[config.mk]
export PLATFORM = sky130hd
export DESIGN_NAME = hazard_kill_control_flat
export DESIGN_NICKNAME = d
export VERILOG_FILES = /design/src/rtl/hazard_kill_control_if.sv /design/src/rtl/hazard_kill_control.sv /design/src/flat_wrapper.sv
export SDC_FILE = /design/constraint.sdc
export NUM_CORES = 1
export LEC_CHECK = 0
export CAP_MARGIN = 20
export CORE_MARGIN = 2
export CORE_UTILIZATION = 27
export CTS_CLUSTER_SIZE = 14
export DETAILED_ROUTE_END_ITERATION = 10
export PLACE_DENSITY = 0.76
export SLEW_MARGIN = 5
export SYNTH_ARGS = -nofsm -noshare
export SYNTH_HDL_FRONTEND = slang
export SYNTH_SLANG_ARGS = --single-unit
export TNS_END_PERCENT = 10
[constraint.sdc]
create_clock -name clk -period 1.5 [get_ports clk]
set_clock_uncertainty 0.15 [all_clocks]
set_input_delay 0.15 -clock clk [delete_from_list [all_inputs] [get_ports clk]]
set_output_delay 0.15 -clock clk [all_outputs]
set_load 0.03 [all_outputs]
[src/rtl/hazard_kill_control_if.sv]
// Pipeline-to-hazard-controller bundle: ID/EX operand info, redirect and data-memory
// status in; kill, stall and front-end write enables plus statistics counters out.
interface hazard_kill_control_if #(
  parameter int CNT_W = 16
);
  logic [4:0]       id_rs;
  logic [4:0]       id_rt;
  logic             id_uses_rs;
  logic             id_uses_rt;
  logic [4:0]       ex_rd;
  logic             ex_mem_read;
  logic             ex_valid;
  logic             redirect;
  logic             dmem_req;
  logic             dmem_ready;
  logic             control_kill;
  logic             lw_use_stall_control;
  logic             pc_write_en;
  logic             ifid_write_en;
  logic [CNT_W-1:0] stall_count;
  logic [CNT_W-1:0] kill_count;

  // Pipeline side drives the status, the controller answers with controls.
  modport master (
    output id_rs, id_rt, id_uses_rs, id_uses_rt, ex_rd, ex_mem_read, ex_valid,
           redirect, dmem_req, dmem_ready,
    input  control_kill, lw_use_stall_control, pc_write_en, ifid_write_en,
           stall_count, kill_count
  );

  modport slave (
    input  id_rs, id_rt, id_uses_rs, id_uses_rt, ex_rd, ex_mem_read, ex_valid,
           redirect, dmem_req, dmem_ready,
    output control_kill, lw_use_stall_control, pc_write_en, ifid_write_en,
           stall_count, kill_count
  );
endinterface

[src/rtl/hazard_kill_control.sv]
// Load-use stall, post-redirect kill window and data-memory freeze controller.
// Optional macro HAZARD_STATS_EN builds saturating stall/kill statistics counters.
module hazard_kill_control #(
  parameter int KILL_CYCLES = 2,
  parameter int CNT_W       = 16
) (
  input  logic                 clk,
  input  logic                 rst,
  hazard_kill_control_if.slave bus
);

  typedef enum logic {RUN, KILL} state_t;

  localparam logic [2:0] KILL_RELOAD = 3'(KILL_CYCLES - 1);

  state_t     r_state, w_state_next;
  logic [2:0] r_kill_cnt, w_kill_cnt_next;
  logic       w_hazard, w_freeze, w_kill, w_stall, w_write_en;

  assign w_hazard = bus.ex_valid & bus.ex_mem_read & (bus.ex_rd != 5'd0) &
                    ((bus.id_uses_rs & (bus.id_rs == bus.ex_rd)) |
                     (bus.id_uses_rt & (bus.id_rt == bus.ex_rd)));
  assign w_freeze = bus.dmem_req & ~bus.dmem_ready;

  always_ff @(posedge clk) begin
    if (rst) begin
      r_state    <= RUN;
      r_kill_cnt <= 3'd0;
    end else begin
      r_state    <= w_state_next;
      r_kill_cnt <= w_kill_cnt_next;
    end
  end

  // A frozen cycle holds everything, so the window only advances on live cycles.
  always_comb begin
    w_state_next    = r_state;
    w_kill_cnt_next = r_kill_cnt;
    w_kill          = 1'b0;
    if (rst) begin
      w_kill = 1'b1;
    end else if (!w_freeze) begin
      case (r_state)
        RUN: begin
          if (bus.redirect) begin
            w_kill = 1'b1;
            if (KILL_CYCLES > 1) begin
              w_state_next    = KILL;
              w_kill_cnt_next = KILL_RELOAD;
            end
          end
        end
        KILL: begin
          w_kill = 1'b1;
          if (bus.redirect) begin
            w_kill_cnt_next = KILL_RELOAD;
          end else if (r_kill_cnt == 3'd1) begin
            w_state_next    = RUN;
            w_kill_cnt_next = 3'd0;
          end else begin
            w_kill_cnt_next = r_kill_cnt - 3'd1;
          end
        end
        default: begin
          w_state_next    = RUN;
          w_kill_cnt_next = 3'd0;
        end
      endcase
    end
  end

  assign w_stall    = w_hazard & ~w_freeze & ~w_kill & ~rst;
  assign w_write_en = ~rst & ~w_freeze & ~w_stall;

  assign bus.control_kill         = w_kill;
  assign bus.lw_use_stall_control = w_stall;
  assign bus.pc_write_en          = w_write_en;
  assign bus.ifid_write_en        = w_write_en;

`ifdef HAZARD_STATS_EN
  logic [CNT_W-1:0] r_stall_count, r_kill_count;

  always_ff @(posedge clk) begin
    if (rst) begin
      r_stall_count <= '0;
      r_kill_count  <= '0;
    end else begin
      if (w_stall && (r_stall_count != {CNT_W{1'b1}})) begin
        r_stall_count <= r_stall_count + 1'b1;
      end
      if (w_kill && (r_kill_count != {CNT_W{1'b1}})) begin
        r_kill_count <= r_kill_count + 1'b1;
      end
    end
  end

  assign bus.stall_count = r_stall_count;
  assign bus.kill_count  = r_kill_count;
`else
  assign bus.stall_count = {CNT_W{1'b0}};
  assign bus.kill_count  = {CNT_W{1'b0}};
`endif

endmodule

[src/flat_wrapper.sv]
// flat-port wrapper written by rule: the top's interface ports become plain ports
module hazard_kill_control_flat 
#(
  parameter int KILL_CYCLES = 2,
  parameter int CNT_W       = 16
)
  (clk, rst, bus_id_rs, bus_id_rt, bus_id_uses_rs, bus_id_uses_rt, bus_ex_rd, bus_ex_mem_read, bus_ex_valid, bus_redirect, bus_dmem_req, bus_dmem_ready, bus_control_kill, bus_lw_use_stall_control, bus_pc_write_en, bus_ifid_write_en, bus_stall_count, bus_kill_count);
  hazard_kill_control_if #(.CNT_W(CNT_W)) bus_i ();
  input  logic clk;
  input  logic rst;
  input wire logic [$bits(bus_i.id_rs)-1:0] bus_id_rs;
  input wire logic [$bits(bus_i.id_rt)-1:0] bus_id_rt;
  input wire logic [$bits(bus_i.id_uses_rs)-1:0] bus_id_uses_rs;
  input wire logic [$bits(bus_i.id_uses_rt)-1:0] bus_id_uses_rt;
  input wire logic [$bits(bus_i.ex_rd)-1:0] bus_ex_rd;
  input wire logic [$bits(bus_i.ex_mem_read)-1:0] bus_ex_mem_read;
  input wire logic [$bits(bus_i.ex_valid)-1:0] bus_ex_valid;
  input wire logic [$bits(bus_i.redirect)-1:0] bus_redirect;
  input wire logic [$bits(bus_i.dmem_req)-1:0] bus_dmem_req;
  input wire logic [$bits(bus_i.dmem_ready)-1:0] bus_dmem_ready;
  output wire logic [$bits(bus_i.control_kill)-1:0] bus_control_kill;
  output wire logic [$bits(bus_i.lw_use_stall_control)-1:0] bus_lw_use_stall_control;
  output wire logic [$bits(bus_i.pc_write_en)-1:0] bus_pc_write_en;
  output wire logic [$bits(bus_i.ifid_write_en)-1:0] bus_ifid_write_en;
  output wire logic [$bits(bus_i.stall_count)-1:0] bus_stall_count;
  output wire logic [$bits(bus_i.kill_count)-1:0] bus_kill_count;
  assign bus_i.id_rs = bus_id_rs;
  assign bus_i.id_rt = bus_id_rt;
  assign bus_i.id_uses_rs = bus_id_uses_rs;
  assign bus_i.id_uses_rt = bus_id_uses_rt;
  assign bus_i.ex_rd = bus_ex_rd;
  assign bus_i.ex_mem_read = bus_ex_mem_read;
  assign bus_i.ex_valid = bus_ex_valid;
  assign bus_i.redirect = bus_redirect;
  assign bus_i.dmem_req = bus_dmem_req;
  assign bus_i.dmem_ready = bus_dmem_ready;
  assign bus_control_kill = bus_i.control_kill;
  assign bus_lw_use_stall_control = bus_i.lw_use_stall_control;
  assign bus_pc_write_en = bus_i.pc_write_en;
  assign bus_ifid_write_en = bus_i.ifid_write_en;
  assign bus_stall_count = bus_i.stall_count;
  assign bus_kill_count = bus_i.kill_count;
  hazard_kill_control #(.KILL_CYCLES(KILL_CYCLES), .CNT_W(CNT_W)) u_core (.clk(clk), .rst(rst), .bus(bus_i));
endmodule
* Yosys cells after proc, flatten, opt, wreduce, memory -nomap -nowiden
Index checks and enable logic that the tools add are counted.
Storage, ports and cells: register bits 4, logic and storage cells 38, input port bits 24
Operators by class: bitwise gates (word level) 18, multiplexer cells 11, add/subtract/negate cells 1, reductions and logical operators 2, equal/unequal tests 4
Operators with widths (count):
- 1-bit AND | 11
- 5-bit == test | 2
- 3-bit two-way mux | 3
- 1-bit NOT | 6
- 3-bit one-hot mux with 2 select lines | 1
- 1-bit two-way mux | 5
- 5-bit nonzero test | 1
- 1-bit one-hot mux with 2 select lines | 2
- 3-bit by 1-bit == test with 1-bit output, second input constant | 1
- 3-bit by 1-bit subtractor with 3-bit output, second input constant | 1
- 2-bit != test, second input constant | 1
- 2-bit AND reduction | 1
- 1-bit OR | 1

* Depth between registers and ports, before layout
word-level depth 9, depth in mapped cells 6, mapped depth without buffers 6

* Worst setup path after synthesis
OpenSTA, ideal clock, no wires.
path kind reg-to-output, start reg u_core.r_state, end out bus_lw_use_stall_control, buffers on the path 0, stages on the path, launching flop included 5, data arrival time 1.576 ns, slack -0.376 ns, cells stage by stage dfxtp_1 -> nor2_1 -> nor2_2 -> or4_4 -> nor4_2
Between the ends: word-level cells in the longest chain between the ends 7
Ends and longest elaborated chain:
- start: declaration | line hazard_kill_control.sv:16 | state_t r_state, w_state_next;
- start signal: assignment | line hazard_kill_control.sv:30 | r_state <= w_state_next;
- 1-bit NOT | line hazard_kill_control.sv:43 | case (r_state)
- 1-bit one-hot mux with 2 select lines (*) | line hazard_kill_control.sv:43
- 1-bit two-way mux (*) | line hazard_kill_control.sv:42 | end else if (!w_freeze) begin
- 1-bit two-way mux (*) | line hazard_kill_control.sv:40 | if (rst) begin
- 1-bit NOT (*) | line hazard_kill_control.sv:72 | assign w_stall = w_hazard & ~w_freeze & ~w_kill & ~rst;
- 1-bit AND (*) (2 in series) | line hazard_kill_control.sv:72
- end: declaration | line flat_wrapper.sv:22 | output wire logic [$bits(bus_i.lw_use_stall_control)-1:0] bus_lw_use_stall_control;
Mark *: on every way between the ends. The rest lies on a longest branch, timed or not.

* Worst setup path after layout
start in rst, end out bus_lw_use_stall_control
Between the ends: word-level cells in the longest chain between the ends 4, elaborated cells between the ends (all ways) 5, those cells by class mux: 1; bitwise: 4
Ends and longest elaborated chain:
- start: declaration | line flat_wrapper.sv:10 | input logic rst;
- 1-bit two-way mux | line hazard_kill_control.sv:40
- 1-bit NOT | line hazard_kill_control.sv:72
- 1-bit AND | line hazard_kill_control.sv:72
- 1-bit AND (*) | line hazard_kill_control.sv:72
Marks and branches as above.

==> metrics.md <==
| Metric | Value |
|---|---|
| Longest individual stage delay on the worst path | `0.54 ns` |
| Detailed-router iteration count before antenna repair | `4` |
| Worst Path Class, Setup | `in2out` |
| Number of top-level design ports | `60` |
| Most common cell type on the critical path | `sky130_fd_sc_hd__buf_6` |
| Maximum Capacitance Violations | `0` |
| Rows | `17` |
| Post-Synth Simple-Gate Area | `22.0%` |
| Post-synthesis compound-gate area fraction | `8.48%` |
| Clock tree from TritonCTS | `yes` |
| Area share of the leading cell type in the synthesized netlist | `38.2%` |
| Overall via count from detail_route | `574` |
| Element type at the critical path end | `primary output` |
| Relative contribution of combinational cells to total power | `53.9%` |
| Data required, critical path | `1.20 ns` |
| Total number of H-tree levels | `1` |
| Clock-pin slew of the registers on the worst-case setup and hold paths | `0.04 ns` |
| Antenna Diode Count | `0` |
| HPWL after DPL | `1.28 mm` |
| Adder-cell share of the synthesized area | `3.85%` |
| Fin crit share | `125%` |
| Combined flip-flop and latch cell area | `81.3 sq um` |
| Final worst slack | `-0.375 ns` |
| Post-detailed-route DRC marker count | `0` |
| TritonCTS Sinks | `4` |
| Sequential area share after synthesis | `12.3%` |
| Net count of the finished layout | `152` |
| Internal power | `311 uW` |
| Max Fanout on Critical Path | `2` |
| Largest buffer count on any clock path | `2` |
| Synthesis-to-finish area growth | `47.8%` |
| Critical path startpoint category | `primary input` |
| Drt total wl | `1.55 mm` |
| Netlist Area Pre-Place | `649 sq um` |
| Number of synthesized flops with an enable pin | `0` |
| Final GP Congestion | `0.786` |
| Violations in the final reports | `setup timing` |
| Clock network fraction of total power | `24.5%` |
| Fraction of synthesized cell area in xor and xnor cells | `13.5%` |
| Worst-Skew Late Latency | `0.24 ns` |
| Cell count after synthesis | `84` |
| Final Max Tran Viols | `0` |
| Synth area leaders | `sky130_fd_sc_hd__buf_4 38%, sky130_fd_sc_hd__dfxtp_1 12%, sky130_fd_sc_hd__xor2_1 11%` |
| Final global-route overflow total | `0` |
| Cell taking the most area after synthesis | `sky130_fd_sc_hd__buf_4` |
| Highest-count cells in the layout ignoring fill and taps | `32 x sky130_fd_sc_hd__conb_1, 10 x sky130_fd_sc_hd__buf_4, 8 x sky130_fd_sc_hd__xor2_1, 8 x sky130_fd_sc_hd__dlymetal6s2s_1, 6 x sky130_fd_sc_hd__nor2_1` |
| Share of flip-flops with an asynchronous set or reset after synthesis | `0%` |
| Pin count of the biggest net entering global routing | `8` |
| Commonest non-fill, non-tap cell in the layout | `sky130_fd_sc_hd__conb_1` |
| First-pass GRT wire length | `2.30 mm` |
| Count of different cell masters after synthesis | `26` |
| Number of DRC markers after the initial detailed-route iteration | `6` |
| Post-route standard cell area excluding fillers | `960 sq um` |
| Timing-limited maximum frequency | `0.533 GHz` |
| Critical Path Slowest Stage Cell | `sky130_fd_sc_hd__or4_4` |
| WHS | `0.313 ns` |
| Total power divided by cell area | `572 mW/mm^2` |
| Number of buffers created by CTS | `3` |
| Count of buffers inserted at the top-level ports | `27` |
| Detail-routed net length per standard cell | `10.2 um` |
| Fill cell total of the finished layout | `236` |
| Instance area after placement | `916 sq um` |
| Antenna violations before repair | `0` |
| Ys Warns | `0` |
| Multi-input logic area | `452 sq um` |
| Dominant combinational cell family by area after synthesis | `buffers and inverters` |
| Die boundary height | `53.0 um` |
| Number of failing setup endpoints in the final timing report | `4` |
| Synth Area per Inst | `7.73 sq um` |
| Dominant synthesized flop cell | `sky130_fd_sc_hd__dfxtp_1` |
| Initial cell density of the core | `29.1%` |
| DR vias/cell | `3.78` |
| Final hold vios | `0` |
| Maximum ir drop on the vdd rail | `0.265 mV` |
| Data arrival time of the critical path | `1.57 ns` |
| Crit path cell chain | `clkdlybuf4s50_1, or4_4, buf_6, nor4_4, buf_6` |
| Mux contribution to synthesized area | `0%` |
| Flop pwr share | `21.6%` |
| Clock tree root driver cell | `sky130_fd_sc_hd__clkbuf_4` |
| Status | `finished, violations left` |
| Number of global-route vias before repair | `531` |
| Chip width | `53.0 um` |
| Crit path buf inv count | `3` |
| Placeable core region | `0.00223 sq mm` |
| Cell leakage power | `0.000522 uW` |
| Worst min-delay path class | `in2reg` |
| Net Sw Frac | `43.4%` |
| CTS Hold Bufs | `0` |
| Flip-flop and latch count after synthesis | `4` |
| Antenna Violating Nets Remaining | `0` |
| Floorplan die area | `0.00281 sq mm` |
| Share of cells above drive strength 1 | `26.6%` |
| Largest delay contributor family on the critical path | `buffers and inverters` |
| RSZ-0062 raised after global routing | `yes` |
| Switching power summed over all nets | `238 uW` |
| Min Clock Period, post-route | `1.87 ns` |
| Overall Global Routing Usage | `11.8%` |
metal layers:
| layer | global-route usage, % | wire, um | up-vias |
|---|---|---|---|
| li1 | - | - | 292 |
| met2 | 21.3 | 844 | 33 |
| met4 | 4.70 | 0 | 0 |
| met1 | 12.7 | 601 | 249 |
| met5 | 0 | 0 | - |
| met3 | 3.39 | 105 | 0 |
cell usage after synthesis, drive strengths merged (2+ instances only):
master and n:
buf 33, nor2 8, xor2 8, dfxtp 4
a21oi 3, nor4 3, o21ai 3, ha 2
inv 2, nand2 2, nand4 2, nor2b 2
or4 2, xnor2 2
cells by family after synthesis:
logic type               count (synthesis)
flip-flops                               4
AO/OA/AOI/OAI                            9
XOR/XNOR                                10
buffers and inverters                   35
adder cells (fa/ha/maj)                  2
other                                    1
AND/OR/NAND/NOR                         23
power by group through the flow:
stage,clock [uW],combinational [uW],sequential [uW]
3_3_place_gp,0,293,120
2_1_floorplan,0,248,121
5_1_grt,153,318,119
3_5_place_dp,0,298,120
6_report,134,296,119
4_1_cts,145,294,119
path summary, 6_finish.rpt:
kind                                            from                  endpoint  slack, ns  depth (start not counted)
worst max-delay path                             rst  bus_lw_use_stall_control      -0.37                          5
worst min-delay path                    bus_redirect            u_core.r_state       0.31                          4
worst min register to register  u_core.r_kill_cnt[2]      u_core.r_kill_cnt[2]       0.34                          2
worst max register to register  u_core.r_kill_cnt[0]      u_core.r_kill_cnt[1]       0.15                          6
area by class of cell:
type / instances / area share (%)
Sequential cell: 4 / 8.47
Tap cell: 28 / 3.65
Multi-Input combinational cell: 76 / 47.1
Inverter: 2 / 0.782
Timing Repair Buffer: 39 / 37.7
Clock buffer: 3 / 2.35
worst min-delay path, stage by stage:
cell and delay [ns]:
sky130_fd_sc_hd__dlygate4sd2_1 0.25, sky130_fd_sc_hd__buf_4 0.15, sky130_fd_sc_hd__nand2_1 0.05, sky130_fd_sc_hd__a21oi_1 0.05
state kept, by name, indices dropped and copies added (netlist names):
register,count
u_core.r_kill_cnt,3
u_core.r_state,1
through the flow:
stage          cells  utilization [%]  setup WS [ns]  setup TNS, ns  total power, uW
2_1_floorplan    115                -         -0.228         -0.492              368
3_3_place_gp     147             41.0         -0.964          -3.20              413
3_5_place_dp     147             41.0         -0.995          -3.29              418
4_1_cts          152             42.5         -0.479          -1.77              557
5_1_grt          152             43.0         -0.437          -1.49              591
6_report         152             43.0         -0.375          -1.28              549
repair_timing:
item / in CTS / in global routing
resized for setup: 30 / 19
gates cloned: 0 / 0
setup buffers: 2 / 0
pin swaps: 8 / 6
setup endpoints to repair: 4 / 4
No activity file was read; power rests on OpenSTA's default activity.
